**config.mk**
```make
export PLATFORM = sky130hd
export DESIGN_NAME = mprj_io_serial_loader
export DESIGN_NICKNAME = d
export VERILOG_FILES = /design/src/rtl/mprj_io_serial_loader.sv
export SDC_FILE = /design/constraint.sdc
export NUM_CORES = 1
export LEC_CHECK = 0
export BUFFER_PORTS_ARGS = -buffer_cell sky130_fd_sc_hd__buf_4
export CORE_ASPECT_RATIO = 0.9
export CORE_MARGIN = 4
export CORE_UTILIZATION = 50
export DETAILED_ROUTE_END_ITERATION = 7
export PLACE_DENSITY = 0.75
export SLEW_MARGIN = 20
export SYNTH_ARGS = -nofsm -noshare
export SYNTH_HDL_FRONTEND = slang
export SYNTH_SLANG_ARGS = --single-unit
export TNS_END_PERCENT = 5
```
**constraint.sdc**
```tcl
create_clock -name clk -period 3.45 [get_ports clk]
set_input_delay 0.5175 -clock clk [delete_from_list [all_inputs] [get_ports clk]]
set_output_delay 0.5175 -clock clk [all_outputs]
set_load 0.005 [all_outputs]
```
**src/rtl/mprj_io_serial_loader.sv**
```systemverilog
// Shifts per-pad configuration images into the two user-I/O configuration chains,
// then pulses loader_load so the pads latch the shifted bits.
module mprj_io_serial_loader #(
    parameter int NUM_IO   = 19,
    parameter int CFG_BITS = 13,
    parameter int CLK_DIV  = 4
) (
    input  logic                         clk,
    input  logic                         reset,
    input  logic                         start,
    input  logic [NUM_IO*CFG_BITS-1:0]   cfg_data_1,
    input  logic [NUM_IO*CFG_BITS-1:0]   cfg_data_2,
    output logic                         busy,
    output logic                         done,
    output logic                         loader_resetn,
    output logic                         loader_clock,
    output logic                         loader_data_1,
    output logic                         loader_data_2,
    output logic                         loader_load
);

    localparam int N  = NUM_IO * CFG_BITS;
    localparam int PW = $clog2(CLK_DIV + 1);
    localparam int BW = $clog2(N + 1);
    localparam logic [PW-1:0] PHASE_LAST = PW'(CLK_DIV - 1);
    localparam logic [BW-1:0] BIT_LAST   = BW'(N - 1);

    typedef enum logic [2:0] {
        IDLE = 3'd0,
        CLR  = 3'd1,
        LOW  = 3'd2,
        HIGH = 3'd3,
        LOAD = 3'd4,
        FIN  = 3'd5
    } state_t;

    state_t         state;
    logic [PW-1:0]  phase_cnt;
    logic [BW-1:0]  bit_cnt;
    logic [N-1:0]   shadow_1;
    logic [N-1:0]   shadow_2;
    logic           phase_end;

    assign phase_end = (phase_cnt == PHASE_LAST);

    // All outputs are registered: each transition sets the outputs of the state being entered.
    always_ff @(posedge clk) begin
        if (reset) begin
            state         <= IDLE;
            phase_cnt     <= '0;
            bit_cnt       <= '0;
            shadow_1      <= '0;
            shadow_2      <= '0;
            busy          <= 1'b0;
            done          <= 1'b0;
            loader_resetn <= 1'b1;
            loader_clock  <= 1'b0;
            loader_data_1 <= 1'b0;
            loader_data_2 <= 1'b0;
            loader_load   <= 1'b0;
        end else begin
            done <= 1'b0;
            case (state)
                IDLE: begin
                    if (start) begin
                        shadow_1      <= cfg_data_1;
                        shadow_2      <= cfg_data_2;
                        state         <= CLR;
                        busy          <= 1'b1;
                        loader_resetn <= 1'b0;
                        phase_cnt     <= '0;
                        bit_cnt       <= '0;
                    end
                end
                CLR: begin
                    if (phase_end) begin
                        state         <= LOW;
                        phase_cnt     <= '0;
                        loader_resetn <= 1'b1;
                        loader_data_1 <= shadow_1[N-1];
                        loader_data_2 <= shadow_2[N-1];
                    end else begin
                        phase_cnt <= phase_cnt + 1'b1;
                    end
                end
                LOW: begin
                    if (phase_end) begin
                        state        <= HIGH;
                        phase_cnt    <= '0;
                        loader_clock <= 1'b1;
                    end else begin
                        phase_cnt <= phase_cnt + 1'b1;
                    end
                end
                HIGH: begin
                    if (phase_end) begin
                        phase_cnt    <= '0;
                        loader_clock <= 1'b0;
                        shadow_1     <= {shadow_1[N-2:0], 1'b0};
                        shadow_2     <= {shadow_2[N-2:0], 1'b0};
                        if (bit_cnt == BIT_LAST) begin
                            state         <= LOAD;
                            bit_cnt       <= '0;
                            loader_load   <= 1'b1;
                            loader_data_1 <= 1'b0;
                            loader_data_2 <= 1'b0;
                        end else begin
                            // The next LOW presents the bit that becomes the MSB after this shift.
                            state         <= LOW;
                            bit_cnt       <= bit_cnt + 1'b1;
                            loader_data_1 <= shadow_1[N-2];
                            loader_data_2 <= shadow_2[N-2];
                        end
                    end else begin
                        phase_cnt <= phase_cnt + 1'b1;
                    end
                end
                LOAD: begin
                    if (phase_end) begin
                        state       <= FIN;
                        phase_cnt   <= '0;
                        loader_load <= 1'b0;
                        busy        <= 1'b0;
                        done        <= 1'b1;
                    end else begin
                        phase_cnt <= phase_cnt + 1'b1;
                    end
                end
                FIN: begin
                    state <= IDLE;
                end
                default: begin
                    state <= IDLE;
                end
            endcase
        end
    end

endmodule

```
==> reports/metrics.yaml <==
yosys:
  ys_types: 48
  ys_warn_count: 0
  synth.cell_area_mm2: 0.0266
  postSynthNetCount: 3381
  syn-instance-count: 2881
  synth_compound_gate_area_share_pct: 28.5
  ys_seq_area_share_pct: 38.7
  synth_seq_cells: 515
  synth_edf_count: 0
  yosys.area_share.adder_pct: 0.141
  synth-main-ff-cell: "dfxtp_1"
  synth_top_family_by_area: "compound AO/OA/AOI/OAI gates"
  async_flop_share_pct: 0
  synth-xor-area-share_pct: 0
  yosys.area_share.simple_pct: 25.0
  synthMuxAreaShare_pct: 0.0423
  syn_avg_cell_area_um2: 9.24
clock_network:
  clk_latency_ns: 0.59
  clkTransAtPathRegs_ns: 0.06
  cts.sinks: 515
  post-cts-setup-buffer-count: 0
  cts_resized: 0
  cts.root.buffer_cell: "clkbuf_16"
  htreeDepth: 2
  cts_hold_buf: 0
  cts_made_buffers: 55
  clockBufferDepth: 3
  tritoncts: "done"
grt:
  grt_overflow_total: 0
  antenna_found_initial: 2
  grt_first_pass_wirelength_mm: 110
  grt_max_degree: 178
  grt_pass1_vias: 21478
  grt_usage_pct: 22.8
critical_path:
  critPathArrivalTime_ns: 3.00
  start_kind: "flip-flop"
  r2r-start: "phase_cnt[0]"
  critPathLaunch: "phase_cnt[0]"
  cp.required_ns: 3.94
  cp_common_cell: "buf_12"
  slowest_stage: "buf_12"
  end_kind: "flip-flop"
  cp_slowest_stage_delay_ns: 0.56
  worstSetupPathType: "reg -> reg"
  cp_cell_sequence: "ha_1 > nand4b_1 > a21oi_4 > buf_12 > buf_12 > nor2_1 > a311oi_2"
  path_max_fanout: 127
  worst-path-buf-inv: 2
  crit_family: "buffers and inverters"
worst_hold_path:
  hp-class: "in -> reg"
  min_from: "cfg_data_1[185]"
route:
  drc: 0
  avgViaCountPerCell: 5.60
  wl_mm: 69.3
  drtIter0Drc: 1582
  ant_nets: 0
  vias: 22036
  firstDrtPassIters: 8
  wl_per_cell_um: 17.6
layout:
  fin_area_mm2: 0.0318
  drive_gt1_share_pct: 43.8
  fin_util_pct: 60.8
  fin_nets: 3706
  areaGrowthSynthToFinish_pct: 19.3
  fin_cells: 3936
  final.fill_count: 4289
sta:
  relSlewSlack_pct: 29.0
  setup_viol: 0
  timing.setup.tns_ns: 0
  fmax_mhz: 398
  hold_viol_final: 0
  rsz0062_at_grt: "false"
  report.final.slew_viol_count: 0
  fin_crit_sh_pct: 72.8
  clock_skew_ns: 0.0198
  fin_crit_ns: 2.51
  tightestPinTransition_ns: 1.06
power_and_ir_drop:
  peakVddDrop_uv: 438
  power_w: 0.0156
  power.density_mw_per_mm2: 493
  leakagePower_nw: 12.1
place:
  dp_cells: 3837
  placed_cell_area_mm2: 0.0299
  portBuffers: 503
  dp_hpwl_mm: 46.5
  gp_congestion: 0.837
floorplan:
  start_util_pct: 51.0
  rows: 79
  ios: 504
  die-area_mm2: 0.0570
  die_x_um: 251
  die_h_um: 227
  fp.coreArea_mm2: 0.0522
outcome:
  status: "finished clean"
run:
  maxCapViolCount: 0
## synth_stat cells (all sizes together) (2+ instances only)
cell type,number,share of area [%]
a211oi,2,0.056
a21oi,18,0.39
a221oi,3,0.099
a311oi,493,28
and3,3,0.070
and3b,2,0.066
buf,127,5.4
clkbuf,155,2.2
dfxtp,515,39
ha,3,0.14
inv,5,0.070
nand2,996,14
nand2b,4,0.094
nand3,9,0.17
nand3b,3,0.085
nand4,2,0.047
nor2,502,9.8
nor2b,4,0.094
nor3,7,0.13
nor3b,2,0.056
nor4,2,0.047
o21ai,4,0.075
o31ai,4,0.11
or2,2,0.047
## per-layer routing
layer | vias to the layer above | global-route usage [%] | wire [µm]
li1 | 10689 | - | -
met1 | 10623 | 30.7 | 29800
met2 | 589 | 37.5 | 33200
met3 | 133 | 3.75 | 3930
met4 | 2 | 8.07 | 2230
met5 | - | 0 | 13
## where the power goes
part	internal (W)	total [W]	switching, W	leakage [nW]
Sequential	0.00654	0.00692	0.000374	4.27
Combinational	0.00128	0.00271	0.00143	6.95
Clock	0.00353	0.00601	0.00248	0.905
Total	0.0114	0.0156	0.00429	12.1
## cell usage in the layout (no fill, tap or decap), types with 5 or more instances in the layout
master      Yosys  routed
nor2_2        290     290
nor3_1          7       7
inv_1           5       5
dfxtp_1       515     515
clkinv_2        0      11
buf_12         29      24
nor2_1        212     212
clkbuf_8        1      10
buf_4          35     525
a311oi_2      482     482
a311oi_1       11      11
a21oi_1        16      16
nand2_1       996     996
nand3_1         9       9
clkinvlp_4      0       5
clkbuf_16       0      57
clkbuf_1      154       6
## cell type report
class | count | area (µm²) | area share (%)
Clock inverter | 25 | 259 | 0.816
Antenna cell | 1 | 2.50 | 0.00788
Sequential cell | 515 | 10300 | 32.5
Tap cell | 688 | 861 | 2.71
Timing Repair Buffer | 550 | 4440 | 14.0
Clock buffer | 73 | 1590 | 5.00
Multi-Input combinational cell | 2079 | 14300 | 45.0
Inverter | 5 | 18.8 | 0.0591
## worst min-delay path, cell delays in order
cell      delay, ns
buf_4          0.11
nand2_1        0.05
a311oi_1       0.07
## logic make-up (layout without fill, tap and decap cells)
logic type / count (synthesis) / after routing
AO/OA/AOI/OAI: 531 / 531
AND/OR/NAND/NOR: 1544 / 1544
buffers and inverters: 287 / 653
multiplexers: 1 / 1
adder cells (fa/ha/maj): 3 / 3
flip-flops: 515 / 515
other: 0 / 1
## through the flow
stage	hold WS, ns	setup slack (ns)
floorplan	0.432	1.56
global placement	0.445	1.01
detailed placement	0.451	0.934
CTS	0.163	0.949
global route	0.189	0.791
finish	0.205	0.937
## flip-flops by register name, indices dropped and copies added (netlist names), 3 cells and up
| name | cells |
|---|---|
| bit_cnt | 8 |
| state | 3 |
| shadow_2 | 247 |
| shadow_1 | 247 |
| phase_cnt | 3 |
## final timing paths
| check | slack (ns) | to | cells after the start |
|---|---|---|---|
| setup reg to reg | 0.94 | shadow_1[223] | 7 |
| hold / removal | 0.21 | shadow_1[185] | 3 |
| setup / recovery | 0.94 | shadow_1[223] | 7 |
| hold reg to reg | 0.46 | loader_resetn | 1 |
Note: power is estimated with default switching activity, not from simulation.
